## src/rtl/parking_gate_ctrl.sv

```systemverilog
// Single-lane barrier controller: round-robin entry/exit arbitration, raise/hold/lower
// motor sequencing with hold timeout, and a saturating occupancy counter.
module parking_gate_ctrl #(
    parameter int CAPACITY      = 16,
    parameter int CNT_W         = 5,
    parameter int TRAVEL_CYCLES = 8,
    parameter int HOLD_TIMEOUT  = 64,
    parameter int TMR_W         = 8
) (
    input  logic             clk,
    input  logic             rst,
    input  logic             req_in,
    input  logic             req_out,
    input  logic             entrada,
    input  logic             salida,
    output logic             motor_up,
    output logic             motor_down,
    output logic             gate_open,
    output logic             grant_in,
    output logic             grant_out,
    output logic             busy,
    output logic             timeout_evt,
    output logic [CNT_W-1:0] count,
    output logic             full,
    output logic             empty
);
    typedef enum logic [1:0] {IDLE, RAISE, HOLD, LOWER} state_t;

    localparam logic [TMR_W-1:0] TRAVEL_LAST = TMR_W'(TRAVEL_CYCLES - 1);
    localparam logic [TMR_W-1:0] HOLD_LAST   = TMR_W'(HOLD_TIMEOUT - 1);
    localparam logic [CNT_W-1:0] CAP_C       = CNT_W'(CAPACITY);

    state_t             state_q, state_d;
    logic               dir_q, dir_d;
    logic               last_dir_q, last_dir_d;
    logic [TMR_W-1:0]   tmr_q, tmr_d;
    logic [CNT_W-1:0]   count_q, count_d;
    logic               tout_q, tout_d;
    logic               in_ok, match;

    always_ff @(posedge clk or posedge rst) begin
        if (rst) begin
            state_q    <= IDLE;
            dir_q      <= 1'b0;
            last_dir_q <= 1'b0;
            tmr_q      <= '0;
            count_q    <= '0;
            tout_q     <= 1'b0;
        end else begin
            state_q    <= state_d;
            dir_q      <= dir_d;
            last_dir_q <= last_dir_d;
            tmr_q      <= tmr_d;
            count_q    <= count_d;
            tout_q     <= tout_d;
        end
    end

    always_comb begin
        state_d    = state_q;
        dir_d      = dir_q;
        last_dir_d = last_dir_q;
        tmr_d      = tmr_q;
        tout_d     = 1'b0;
        in_ok      = req_in & ~full;
        match      = dir_q ? entrada : salida;
        case (state_q)
            IDLE: begin
                if (in_ok || req_out) begin
                    // A tie alternates against whichever side was served last.
                    dir_d      = (in_ok && req_out) ? ~last_dir_q : in_ok;
                    last_dir_d = dir_d;
                    state_d    = RAISE;
                    tmr_d      = '0;
                end
            end
            RAISE: begin
                if (tmr_q == TRAVEL_LAST) begin
                    state_d = HOLD;
                    tmr_d   = '0;
                end else begin
                    tmr_d = tmr_q + TMR_W'(1);
                end
            end
            HOLD: begin
                if (match) begin
                    state_d = LOWER;
                    tmr_d   = '0;
                end else if (tmr_q == HOLD_LAST) begin
                    state_d = LOWER;
                    tmr_d   = '0;
                    tout_d  = 1'b1;
                end else begin
                    tmr_d = tmr_q + TMR_W'(1);
                end
            end
            LOWER: begin
                if (tmr_q == TRAVEL_LAST) begin
                    state_d = IDLE;
                    tmr_d   = '0;
                end else begin
                    tmr_d = tmr_q + TMR_W'(1);
                end
            end
            default: begin
                state_d = IDLE;
                tmr_d   = '0;
            end
        endcase
    end

    // Sensor pulses are ground truth, so occupancy tracks them in every state.
    always_comb begin
        count_d = count_q;
        if (entrada && !salida && count_q != CAP_C) begin
            count_d = count_q + CNT_W'(1);
        end else if (salida && !entrada && count_q != '0) begin
            count_d = count_q - CNT_W'(1);
        end
    end

    assign motor_up    = (state_q == RAISE);
    assign motor_down  = (state_q == LOWER);
    assign gate_open   = (state_q == HOLD);
    assign busy        = (state_q != IDLE);
    assign grant_in    = busy & dir_q;
    assign grant_out   = busy & ~dir_q;
    assign timeout_evt = tout_q;
    assign count       = count_q;
    assign full        = (count_q == CAP_C);
    assign empty       = (count_q == '0);
endmodule
```

## config.mk

```make
export PLATFORM = sky130hd
export DESIGN_NAME = parking_gate_ctrl
export DESIGN_NICKNAME = d
export VERILOG_FILES = /design/src/rtl/parking_gate_ctrl.sv
export SDC_FILE = /design/constraint.sdc
export NUM_CORES = 1
export LEC_CHECK = 0
export ABC_AREA = 1
export CAP_MARGIN = 15
export CORE_MARGIN = 5
export CORE_UTILIZATION = 55
export DETAILED_ROUTE_END_ITERATION = 16
export DONT_BUFFER_PORTS = 1
export PLACE_DENSITY = 0.7
export SLEW_MARGIN = 0
export SYNTH_ARGS = -nofsm -noshare
export SYNTH_HDL_FRONTEND = slang
export SYNTH_SLANG_ARGS = --single-unit
```

## constraint.sdc

```tcl
create_clock -name clk -period 2.1 [get_ports clk]
set_input_delay 0.21 -clock clk [delete_from_list [all_inputs] [get_ports clk]]
set_output_delay 0.21 -clock clk [all_outputs]
set_load 0.03 [all_outputs]
```

==> metrics.cfg <==
[clock_network]
cts_made_buffers=3
clk_path_buf_depth=2
cts.clk_slew.worst_paths_ps=110
cts_tree=yes
htree_levels=1
cts.sinks=17
cts_root_buffer=clkbuf_4
clk_latency_ps=290

[routing]
drt-initial-drc-count=17
vias=998
ant_nets=0
routed_via_density=5.225
routedWlPerCell_um=13.03
wirelength_um=2489
firstDrtPassIters=4
drc=0

[outcome]
status=finished clean

[flow_run]
cap_viol_max_count=0

[grt]
antenna_found_initial=0
grt-ovfl-total=0
grt_pass1_wl_um=4271
grt_util_all_layers=0.1685
grt_max_degree=18
grt_pass1_vias=984

[layout]
layout_common_cells=34 x nand2_1, 20 x inv_1, 17 x dfrtp_1, 15 x nand3_1, 13 x nor2_1
area_growth_pct=9.544
diodes=0
finish.utilization=0.6150
fin_nets=179
final_common_cell=nand2_1
drive_gt1_frac=0.2086

[floorplan]
die_area_um2=3230
core_um2=2148
initial_utilization=0.5614
dieWidth_um=56.83
pin_count=20
die_height_um=56.83
rows=17

[synth]
ys_types=26
yosysWarnings=0
ys_seq_area_frac=0.3527
synth_area_um2=1206
syn-num-nets=168
synth.avg_cell_area_um2=7.883
synth_ff_type=dfrtp_1
synth-seq-cells=17
synth-edff-count=0
synthArstFlopShare=1.000
syn_inst=153

[sta]
final.setup.tns_ps=0
setup_viol=0
slew_headroom=0.5614
worst_slew_pin_slew_ps=657.2
period_needed_ps=1932
grt_setup_unrepaired=false
clock.fmax_mhz=517.6
fin_crit_sh=0.9199
maxSlewViolCount=0
finalHoldViolations=0
skew_ps=9.012

[critical_path]
arrival_ps=2120
cp.required_ps=2290
path_max_fanout=6
crit_chain=nor2_1, nand3_2, nand2_4, inv_1, fa_1, nor2_1, nor2_1, nand3_1, nand3_1, nand2_1, nand2_1
cp_top_family=simple AND/OR/NAND/NOR gates
worstSetupPathType=flip-flop to flip-flop
crit_buf_inv=1
endpoint_kind=flip-flop
cp_common_cell=nor2_1
critPathLaunchType=flip-flop
crit_path_max_incr_delay_ps=400
slowest_stage=dfrtp_1

[placed_design]
port_buffers=0
gp_congestion=0.7945
detailed_place_hpwl_um=2006

[pwr]
swShare=0.5408
p_per_area_nw_per_um2=1475
p_int_uw=894.9
p_seq_frac=0.265
combPwrFrac=0.644
p_leak_uw=0.0007231
switchingPower_uw=1054
clkPwrFrac=0.091
vdd_drop_max_uv=928.4

[worst_hold_path]
holdCritPathClass=primary input to flip-flop

==> power groups by stage <==
| stage | sequential [uW] | clock [uW] | combinational, uW |
|---|---|---|---|
| 2_1_floorplan | 625 | 0 | 875 |
| 3_3_place_gp | 517 | 0 | 1230 |
| 3_5_place_dp | 522 | 0 | 1260 |
| 4_1_cts | 516 | 183 | 1270 |
| 5_1_grt | 535 | 199 | 1390 |
| 6_report | 516 | 177 | 1260 |
==> routing by layer <==
layer	vias up	part of all wire	global-route usage	wire length, um
li1	505	-	-	-
met2	17	0.52	0.3119	1290
met4	0	0.031	0.08278	77
met1	468	0.41	0.1695	1024
met5	-	0	0	0
met3	8	0.039	0.04828	96
==> final timing paths <==
kind                             from     endpoint  slack, ps  cells past startpoint
max                          count[1]     count[4]        170                     11
min                           req_out   last_dir_q        110                      3
max reg2reg                  count[1]     count[4]        170                     11
min reg2reg                state_q[1]   state_q[1]        550                      2
max in group asynchronous         rst  timeout_evt       1240                      2
min in group asynchronous         rst     tmr_q[6]        430                      2
==> tightest hold or removal path: stages <==
cell and delay [ps]:
nand2_1 50, nand2_1 50, o31ai_1 50
==> metrics by stage <==
stage / area, um^2 / hold WS [ps] / total power, uW / worst slack [ps] / std cells
floorplan: 1206 / 136.1 / 1500 / 140.8 / 153
global placement: 1279 / 227.3 / 1748 / 281.1 / 186
detailed placement: 1279 / 230.5 / 1782 / 170.5 / 186
CTS: 1316 / 104.6 / 1970 / 143.7 / 191
global route: 1321 / 109.4 / 2127 / 21.10 / 191
finish: 1321 / 107.9 / 1949 / 168.2 / 191
==> flip-flops by register name, summed over array words and instances, names as in the netlist <==
name         count
tmr_q            8
timeout_evt      1
state_q          2
count            5
last_dir_q       1
==> what timing repair did <==
item | CTS | global route
hold buffers | 1 | 0
endpoints found under the setup margin | 0 | 1
gates resized for setup | 0 | 1
endpoints found under the hold margin | 17 | 0
setup buffers | 0 | 0
==> cells in the mapped netlist, drive strengths merged (2+ instances only) <==
library cell,instances,area (um^2)
nand2,44,200.2
nand3,22,145.1
inv,21,78.82
dfrtp,17,425.4
nor2,17,83.83
ha,8,100.1
o21ai,5,25.02
xor2,4,35.03
a21oi,3,18.77
nand4,3,18.77
xnor2,2,17.52
==> kinds of logic (layout without fill, tap and decap cells) <==
family,after synthesis,in the layout,synth area share
buf+inv,22,32,0.06949
fa+ha+maj,9,9,0.09959
xor+xnor,6,6,0.04357
simple gates,89,89,0.3859
flops,17,17,0.3527
compound gates,10,10,0.04876
==> cell type report <==
type,instances,area (um^2)
fillers,198,827.0
flip-flops and latches,17,425.4
clock buffers,3,22.52
well taps,28,35.03
repair buffers,6,47.55
clock inverters,1,5.005
inverters,22,83.83
multi-input cells,114,701.9
No activity file was read; power rests on OpenSTA's default activity.
